## config.mk

```make
export PLATFORM = sky130hd
export DESIGN_NAME = subbytes_sched
export DESIGN_NICKNAME = d
export VERILOG_FILES = /design/src/rtl/subbytes_sched.sv
export SDC_FILE = /design/constraint.sdc
export NUM_CORES = 1
export LEC_CHECK = 0
export BUFFER_PORTS_ARGS = -buffer_cell sky130_fd_sc_hd__buf_2
export CORE_ASPECT_RATIO = 1.4
export CORE_MARGIN = 1.5
export CORE_UTILIZATION = 40
export CTS_CLUSTER_SIZE = 40
export DETAILED_ROUTE_END_ITERATION = 10
export PLACE_DENSITY_LB_ADDON = 0.3
export SLEW_MARGIN = 25
export SYNTH_ARGS = -nofsm -noshare
export SYNTH_HDL_FRONTEND = slang
export SYNTH_SLANG_ARGS = --single-unit
```

## constraint.sdc

```tcl
create_clock -name clock -period 1.9 [get_ports clock]
set_input_delay 0.285 -clock clock [delete_from_list [all_inputs] [get_ports clock]]
set_output_delay 0.285 -clock clock [all_outputs]
set_load 0.03 [all_outputs]
```

## src/rtl/subbytes_sched.sv

```systemverilog
// Time-multiplexes one shared 32-bit SubBytes unit between 4-beat state jobs and 1-beat key jobs.
// Define SUBBYTES_SCHED_RR_EN for round-robin arbitration instead of fixed PRIO_KEY priority.
module subbytes_sched #(
  parameter bit PRIO_KEY = 1'b1
) (
  input  logic         clock,
  input  logic         reset_n,
  input  logic         st_valid,
  output logic         st_ready,
  input  logic [127:0] st_data,
  output logic         st_out_valid,
  output logic [127:0] st_out_data,
  input  logic         key_valid,
  output logic         key_ready,
  input  logic [31:0]  key_word,
  output logic         key_out_valid,
  output logic [31:0]  key_out_word,
  output logic [31:0]  sb_src,
  input  logic [31:0]  sb_result
);

  typedef enum logic [1:0] {IDLE, ST_ISSUE, KEY_ISSUE, DRAIN} state_e;

  state_e              state_q, state_d;
  logic [1:0]          beat_q, beat_d;
  logic [3:0][31:0]    data_q;
  logic [31:0]         key_q;
  logic                cap_vld_q, cap_key_q;
  logic [1:0]          cap_idx_q;
  logic [3:0][31:0]    st_out_q;
  logic [31:0]         key_out_q;
  logic                st_out_vld_q, key_out_vld_q;
  logic                idle, key_pri, key_acc, st_acc;

`ifdef SUBBYTES_SCHED_RR_EN
  logic rr_q;  // 1: key wins the next contended grant
  assign key_pri = rr_q;
  always_ff @(posedge clock or negedge reset_n) begin
    if (!reset_n)                                   rr_q <= 1'b1;
    else if (key_valid && st_valid && (key_acc || st_acc)) rr_q <= ~key_acc;
  end
`else
  assign key_pri = PRIO_KEY;
`endif

  assign idle      = (state_q == IDLE);
  assign key_ready = idle & reset_n & key_valid & (~st_valid | key_pri);
  assign st_ready  = idle & reset_n & st_valid & (~key_valid | ~key_pri);
  assign key_acc   = key_valid & key_ready;
  assign st_acc    = st_valid & st_ready;

  always_ff @(posedge clock or negedge reset_n) begin
    if (!reset_n) begin
      state_q <= IDLE;
      beat_q  <= 2'd0;
    end else begin
      state_q <= state_d;
      beat_q  <= beat_d;
    end
  end

  always_comb begin
    state_d = state_q;
    beat_d  = beat_q;
    sb_src  = 32'h0;
    case (state_q)
      IDLE: begin
        if (key_acc) state_d = KEY_ISSUE;
        else if (st_acc) begin
          state_d = ST_ISSUE;
          beat_d  = 2'd0;
        end
      end
      ST_ISSUE: begin
        sb_src = data_q[beat_q];
        beat_d = beat_q + 2'd1;
        if (beat_q == 2'd3) state_d = DRAIN;
      end
      KEY_ISSUE: begin
        sb_src  = key_q;
        state_d = DRAIN;
      end
      DRAIN:   state_d = IDLE;
      default: state_d = IDLE;
    endcase
  end

  // Operands are snapshotted at acceptance; the unit's result lags sb_src by one cycle.
  always_ff @(posedge clock or negedge reset_n) begin
    if (!reset_n) begin
      data_q        <= '0;
      key_q         <= '0;
      cap_vld_q     <= 1'b0;
      cap_key_q     <= 1'b0;
      cap_idx_q     <= 2'd0;
      st_out_q      <= '0;
      key_out_q     <= '0;
      st_out_vld_q  <= 1'b0;
      key_out_vld_q <= 1'b0;
    end else begin
      if (st_acc)  data_q <= st_data;
      if (key_acc) key_q  <= key_word;
      cap_vld_q     <= (state_q == ST_ISSUE) || (state_q == KEY_ISSUE);
      cap_key_q     <= (state_q == KEY_ISSUE);
      cap_idx_q     <= beat_q;
      if (cap_vld_q && cap_key_q)  key_out_q           <= sb_result;
      if (cap_vld_q && !cap_key_q) st_out_q[cap_idx_q] <= sb_result;
      st_out_vld_q  <= cap_vld_q && !cap_key_q && (cap_idx_q == 2'd3);
      key_out_vld_q <= cap_vld_q && cap_key_q;
    end
  end

  assign st_out_data   = st_out_q;
  assign st_out_valid  = st_out_vld_q;
  assign key_out_word  = key_out_q;
  assign key_out_valid = key_out_vld_q;

endmodule

```

---- Yosys cells after proc, flatten, opt, wreduce, memory -nomap -nowiden ----
Cells that the tools add are included.
cells by class
  reductions and logical operators ........ 10
  add/sub/neg operators ................... 1
  bitwise operators ....................... 7
  mux-type cells .......................... 13
  equal/unequal tests ..................... 9
  order comparisons ....................... 3
operators by type and width
  kind                                                        count
  bitwise mux 128 bit                                         1
  binary-select mux 32 bit (select 2 bit)                     1
  demux 32 bit (select 2 bit)                                 1
  two-way mux 32 bit                                          2
  one-hot mux 32 bit (2 select lines)                         1
  two-way mux 2 bit                                           5
  == test 2 bit, second input constant                        4
  one-hot mux 2 bit (4 select lines)                          1
  bitwise AND 1 bit                                           6
  less-than comparator 2 x 3 -> 1 bit, second input constant  2
  logical AND 1 bit                                           4
  inequality test 2 bit, second input constant                2
  one-hot mux 2 bit (2 select lines)                          1
  inequality test 3 x 1 -> 1 bit, second input constant       1
  AND reduction 3 bit                                         1
  adder 2 x 1 -> 2 bit, second input constant                 1
  == test 2 x 1 -> 1 bit, second input constant               1
  >= comparator 2 x 1 -> 1 bit, second input constant         1
  logical NOT 2 bit                                           1
  inequality test 2 x 1 -> 1 bit, second input constant       1
  AND reduction 2 bit                                         1
  nonzero test 2 bit                                          1
  logical NOT 1 bit                                           1
  logical OR 1 bit                                            1
  inverter 1 bit                                              1
word-level totals
  flip-flop bits (word level) ............. 330
  word-level logic and storage cells ...... 60
  input bits .............................. 196
  output and inout bits ................... 196

---- Logic depth before layout (Yosys ltp) ----
Gate-level depths: netlist of run 1.
  word-level depth ........................ 8
  mapped depth ............................ 8
  mapped depth without buffers ............ 6

---- Worst setup path before layout of run 1 ----
No wires, ideal clock.
  kind .................................... register -> output
  start ................................... register state_q[0]
  end ..................................... output port sb_src[0]
  required time ........................... 1.615 ns
  arrival ................................. 1.621 ns
  buffers on the path ..................... 2
  setup slack ............................. -0.006 ns
  stages on the path, launching flop included .. 7
  cell sequence ........................... dfrtp_1 -> inv_1 -> ha_1 -> and2_1 -> clkbuf_1 -> clkbuf_1 -> a21o_1
between the ends
  longest elaborated chain between the ends .. 2
  elaborated cells on any way between the ends .. 3
  those cells by class .................... eq/ne: 2; mux: 1
ends and longest elaborated chain
  element                                                  RTL line  RTL
  start, declared                                          24        state_e state_q, state_d;
  start signal, assigned                                   57        state_q <= state_d;
  == test 2 bit or == test 2 x 1 -> 1 bit (tied branches)  66        case (state_q)
  one-hot mux 32 bit (2 select lines) (*)                  66
  end, declared                                            18        output logic [31:0] sb_src,
Mark *: on every way between the ends. The rest lies on a longest branch, timed or not.

---- Final worst setup path of run 1 ----
  start ................................... register state_q[1]
  end ..................................... output port sb_src[1]
The elaborated chain is that of the path after synthesis.

==> results.sh, run 1 <==
export IMPL_yosys_top_cells_area="dfrtp_1 60%, mux2_2 14%, nand2_1 11%"
export IMPL_fin_crit_ns=2.493
export IMPL_dieArea_mm2=0.03533
export IMPL_layout_drive_gt1_share=0.4955
export IMPL_coreArea_mm2=0.03351
export IMPL_drv_slew=0
export IMPL_grtUsageMet1=0.2538
export IMPL_synthDistinctLibCells=29
export IMPL_cellLeakagePower_uw=0.01052
export IMPL_worst_path_max_fanout=6
export IMPL_syn_nets=1335
export IMPL_worstSetupPathType="flip-flop to output pin"
export IMPL_cp_top_family="buffers and inverters"
export IMPL_status="finished with violations"
export IMPL_vias=11370
export IMPL_path_cells="inv_2 > ha_4 > nand3b_1 > buf_6 > buf_12 > buf_6 > o22ai_4 > a21o_1 > buf_6"
export IMPL_final_common_cell="buf_2"
export IMPL_finalWirelength_mm=43.99
export IMPL_synth_top_family_by_area="multiplexers"
export IMPL_slew_headroom=0.4189
export IMPL_final_util=0.6259
export IMPL_synth_largest_area_cell="dfrtp_1"
export IMPL_busiest_layer="met2"
export IMPL_dpl_cell_area_mm2=0.01640
export IMPL_skew_ns=0.01457
export IMPL_dpl_hpwl_mm=24.92
export IMPL_fin_ws_ns=-0.5926
export IMPL_fin_cells=2222
export IMPL_track_usage=0.2259
export IMPL_muxShareOfSynthArea=0.2113
export IMPL_ir_drop_uv=978.4
export IMPL_required_ns=1.62
export IMPL_cp_start_kind="flip-flop"
export IMPL_dpl_worst_slack_ns=-0.09125
export IMPL_dr_pass1_iters=5
export IMPL_arrival_ns=2.21
export IMPL_cp_buffers_inverters=5
export IMPL_grt_max_degree=195
export IMPL_fin_area_mm2=0.02097
export IMPL_finalNetCount=1951
export IMPL_port_buffer_count=391
export IMPL_final_setup_viol_count=193
export IMPL_cpMostUsedCell="buf_6"
export IMPL_gr_usage_met2=0.3978
export IMPL_area_growth_pct=53.32
export IMPL_start_util=0.4082
export IMPL_drtIter0Drc=624
export IMPL_max_freq_mhz=401.2
export IMPL_violations="setup timing"
export IMPL_fin_hold_ws_ns=0.02575
export IMPL_die_x_um=159.3
export IMPL_worst_pin_slew_ns=0.8717
export IMPL_synth_simple_area_share=0.1152
export IMPL_synthCells=1134
export IMPL_max_clock_path_buffers=3
export IMPL_grt_pass1_vias=11590
export IMPL_cp_end_kind="output pin"
export IMPL_max_stage_delay_ns=0.39
export IMPL_slowest_stage="dfrtp_1"
export IMPL_grt_pass1_wl_mm=62.70
export IMPL_row_count=79
export IMPL_grt_overflow=0
export IMPL_clk_latency_ns=0.52
export IMPL_synth_yosys_warnings=0
export IMPL_cts_root_buffer_cell="clkbuf_16"
export IMPL_ys_seq_elements=330
export IMPL_rrSetupSlack_ns=-0.20
export IMPL_antenna_found_initial=4
export IMPL_drv_cap=0
export IMPL_final_cell_mix="356 x buf_2, 329 x dfrtp_1, 284 x nand2_1, 161 x mux2_2, 160 x dlygate4sd3_1"
export IMPL_ant_nets=0
export IMPL_syn_cell_area_mm2=0.01368
export IMPL_cts_tree="yes"
export IMPL_viasPerCell=5.116
export IMPL_place_congestion=0.8215
export IMPL_cts_reportedPaths_clkPinSlew_ns=0.06
export IMPL_htreeDepth=2
export IMPL_rsz0062_at_grt="true"
export IMPL_p_per_area_mw_per_mm2=1778
export IMPL_cts_buffers_inserted=34
export IMPL_wl_per_cell_um=19.80
export IMPL_syn_area_per_cell_um2=12.06
export IMPL_clkSinkCount=330
export IMPL_dp_cells=1953
export IMPL_yosys_area_share_adder=0.004574
export IMPL_hp_class="input pin to flip-flop"
export IMPL_grtUsageMet3=0.04882
export IMPL_yosysTopAreaCellShare=0.6037
export IMPL_timing_final_crit_share=1.312
export IMPL_synth_xor_area_frac=0
export IMPL_drc=0
export IMPL_synth_compound_area_frac=0.03467
export IMPL_die_y_um=221.8
export IMPL_io_pins=392
export IMPL_synth_seq_area_share=0.6037
export IMPL_hold_viol=0
area by class of cell:
class                   count  area, um2
flip-flops and latches    330       8262
inverters                   5      32.53
repair buffers            646       5250
well taps                 445      556.8
clock inverters            14      216.5
multi-input cells         733       5693
clock buffers              44      948.4
diodes                      5      12.51
fillers                  2478      12540
state kept, by name, indices dropped and copies added, names as in the netlist:
register,cells
st_out_valid,1
data_q,128
state_q,2
key_out_word,32
cap_key_q,1
cap_idx_q,2
key_q,32
cap_vld_q,1
key_out_valid,1
beat_q,2
st_out_data,128
kinds of logic (layout without fill, tap and decap cells):
family          after synthesis  count (layout)
compound gates               69              69
fa+ha+maj                     5               5
buf+inv                      71             709
flops                       330             330
mux                         259             259
other cells                   0               5
simple gates                400             400
worst min-delay path, stage by stage:
cell	delay, ns
buf_2	0.14
nand2_8	0.06
nand2_1	0.04
routing by layer:
metal,vias up,share of wire,wire length (um)
met1,5618,0.37,16260
met5,-,0,0
met2,567,0.52,22770
li1,5042,-,-
met4,0,0.050,2215
met3,140,0.062,2734
through the flow:
step,TNS [ns],total power [uW]
4_1_cts,-18.74,36470
3_5_place_dp,-1.185,27700
3_3_place_gp,-0.1135,27340
5_1_grt,-44.08,39050
2_1_floorplan,-0.1663,22630
6_report,-32.16,37280
report_power, final:
part | internal [uW] | switching [uW]
clock network | 4220 | 2810
registers | 10400 | 1950
logic | 7780 | 10100
total | 22400 | 14800
synth_stat cells (all sizes together):
master	instances
nand3b	1
clkbuf	14
and4bb	2
mux2	193
o22ai	32
and2	1
a32o	1
nand3	1
a21oi	2
nor2b	2
inv	5
a31o	1
nor4b	1
dfrtp	330
nor2	1
nand2	386
and3	2
a21o	32
o21ai	1
ha	5
mux2i	66
buf	52
nand4b	2
nand2b	1
what timing repair did:
item                       CTS  global route
hold endpoints to repair   162             1
setup buffers               16            15
pin swaps                    6            12
gates resized for setup    111           188
hold buffers               159             1
setup endpoints to repair   34           194
cloned                       3            15
worst paths after layout:
kind	from	endpoint	cells after the start
hold reg to reg	data_q[65]	data_q[65]	2
min in group asynchronous	reset_n	cap_key_q	2
setup / recovery	state_q[1]	sb_src[1]	9
max in group asynchronous	reset_n	st_out_data[77]	4
setup reg to reg	state_q[1]	data_q[69]	13
hold / removal	st_data[81]	data_q[81]	3
No activity file was read; power rests on OpenSTA's default activity.
==> inputs of run 2 (changes only) <==
- CORE_ASPECT_RATIO: 1.4 -> not set
==> run 2 against run 1 <==
Effect of this change: the run still ends with setup timing left; clock power rose by 3%; cell count fell by 0.90%; sequential power barely moved.
==> results.sh, run 2 (synthesis gave the netlist of run 1 again) <==
export IMPL_status="finished with violations"
export IMPL_violations="setup timing"
export IMPL_required_ns=1.62
export IMPL_dieArea_mm2=0.03531
export IMPL_drv_slew=0
export IMPL_start_util=0.4069
export IMPL_grt_pass1_vias=11320
export IMPL_antenna_found_initial=1
export IMPL_port_buffer_count=391
export IMPL_worst_path_max_fanout=11
export IMPL_clk_latency_ns=0.53
export IMPL_fin_ws_ns=-0.5293
export IMPL_slowest_stage="dfrtp_1"
export IMPL_rsz0062_at_grt="true"
export IMPL_viasPerCell=5.035
export IMPL_cp_top_family="buffers and inverters"
export IMPL_row_count=67
export IMPL_ir_drop_uv=968.8
export IMPL_vias=11090
export IMPL_p_per_area_mw_per_mm2=1831
export IMPL_max_freq_mhz=411.6
export IMPL_fin_cells=2202
export IMPL_htreeDepth=2
export IMPL_max_stage_delay_ns=0.39
export IMPL_finalWirelength_mm=43.18
export IMPL_layout_drive_gt1_share=0.4287
export IMPL_cpMostUsedCell="buf_4"
export IMPL_drc=0
export IMPL_dp_cells=1943
export IMPL_met3_length_mm=2.960
export IMPL_final_util=0.6039
export IMPL_final_setup_viol_count=59
export IMPL_setup_tns_ns=-16.44
export IMPL_max_clock_path_buffers=3
export IMPL_die_x_um=187.9
export IMPL_ant_nets=0
export IMPL_hp_class="input pin to flip-flop"
export IMPL_io_pins=392
export IMPL_hold_viol=0
export IMPL_grt_pass1_wl_mm=63.14
export IMPL_fin_hold_ws_ns=0.01975
export IMPL_dpl_hpwl_mm=25.07
export IMPL_timing_final_crit_share=1.279
export IMPL_m1WireLength_mm=17.27
export IMPL_slew_headroom=0.5388
export IMPL_dr_wl_met2_mm=21.04
export IMPL_drtIter0Drc=485
export IMPL_cts_reportedPaths_clkPinSlew_ns=0.06
export IMPL_cts_buffers_inserted=38
export IMPL_grt_max_degree=197
export IMPL_final_cell_mix="385 x nand2_1, 356 x buf_2, 329 x dfrtp_1, 160 x dlygate4sd3_1, 149 x mux2_2"
export IMPL_path_cells="inv_2 > buf_4 > ha_4 > nand3b_1 > buf_4 > buf_12 > o22ai_2 > a21o_1 > buf_6"
export IMPL_cp_end_kind="output pin"
export IMPL_worstSetupPathType="flip-flop to output pin"
export IMPL_cellLeakagePower_uw=0.01016
export IMPL_die_y_um=187.9
export IMPL_coreArea_mm2=0.03362
export IMPL_dpl_worst_slack_ns=-0.07623
export IMPL_dr_pass1_iters=4
export IMPL_track_usage=0.2269
export IMPL_cts_root_buffer_cell="clkbuf_16"
export IMPL_place_congestion=0.7949
export IMPL_clkSinkCount=330
export IMPL_drv_cap=0
export IMPL_cts_tree="yes"
export IMPL_arrival_ns=2.14
export IMPL_finalNetCount=1927
export IMPL_cp_start_kind="flip-flop"
export IMPL_area_growth_pct=48.43
export IMPL_topRoutingLayerUsed="met5"
export IMPL_cp_buffers_inverters=5
export IMPL_skew_ns=0.01619
export IMPL_fin_crit_ns=2.429
export IMPL_final_common_cell="nand2_1"
export IMPL_worst_pin_slew_ns=0.6917
export IMPL_grt_overflow=0
export IMPL_wl_per_cell_um=19.61
==> run 2: changes by cell type in the layout (fill, tap and decap cells not counted), moves of 4 or more <==
cell,change
clkbuf_1,+9
mux2_4,+12
mux2i_1,+6
nand2_4,-19
mux2i_4,-4
mux2_2,-12
nand2_1,+101
nand2_2,-81
o22ai_1,-9
buf_12,-7
o22ai_4,+5
buf_6,-17
o22ai_2,+4
==> run 2: final cells by class <==
cell class	instances	area, um2
Fill cell	2602	13310
Sequential cell	330	8262
Multi-Input combinational cell	733	5420
Timing Repair Buffer	618	4798
Clock buffer	56	1080
Tap cell	448	560.5
Clock inverter	10	150.1
Inverter	5	26.28
Antenna cell	2	5.005
==> run 2: where the power goes <==
part	internal (uW)	total, uW	switching (uW)
logic	7540	17600	10100
registers	10500	12400	1900
clock network	4350	7210	2850
==> run 2: final timing paths <==
check / from / end / slack [ns] / depth (start not counted)
worst min register to register: data_q[118] / data_q[118] / 0.47 / 2
max in group asynchronous: reset_n / st_out_data[120] / 0.46 / 4
worst max-delay path: state_q[1] / sb_src[30] / -0.53 / 9
worst min-delay path: key_word[0] / key_q[0] / 0.02 / 2
worst max register to register: state_q[1] / key_q[19] / -0.04 / 9
min in group asynchronous: reset_n / beat_q[1] / 0.22 / 2
==> run 2: routing by layer <==
metal	vias up	GRT usage
li1	4991	-
met1	5456	0.2887
met2	507	0.3860
met3	130	0.04286
met4	2	0.08185
met5	-	0
==> run 2: stage by stage <==
step	power, uW	cell area (um2)
6_report	37180	20300
4_1_cts	36550	19750
3_3_place_gp	27120	16280
3_5_place_dp	27500	16280
2_1_floorplan	22630	13680
5_1_grt	39000	20300
==> run 2: what timing repair did <==
item	in CTS	in global routing
resized for setup	109	65
pin swaps	9	1
gates cloned	4	10
hold endpoints to repair	293	0
endpoints found under the setup margin	34	123
setup buffers	15	3
hold buffers	160	0
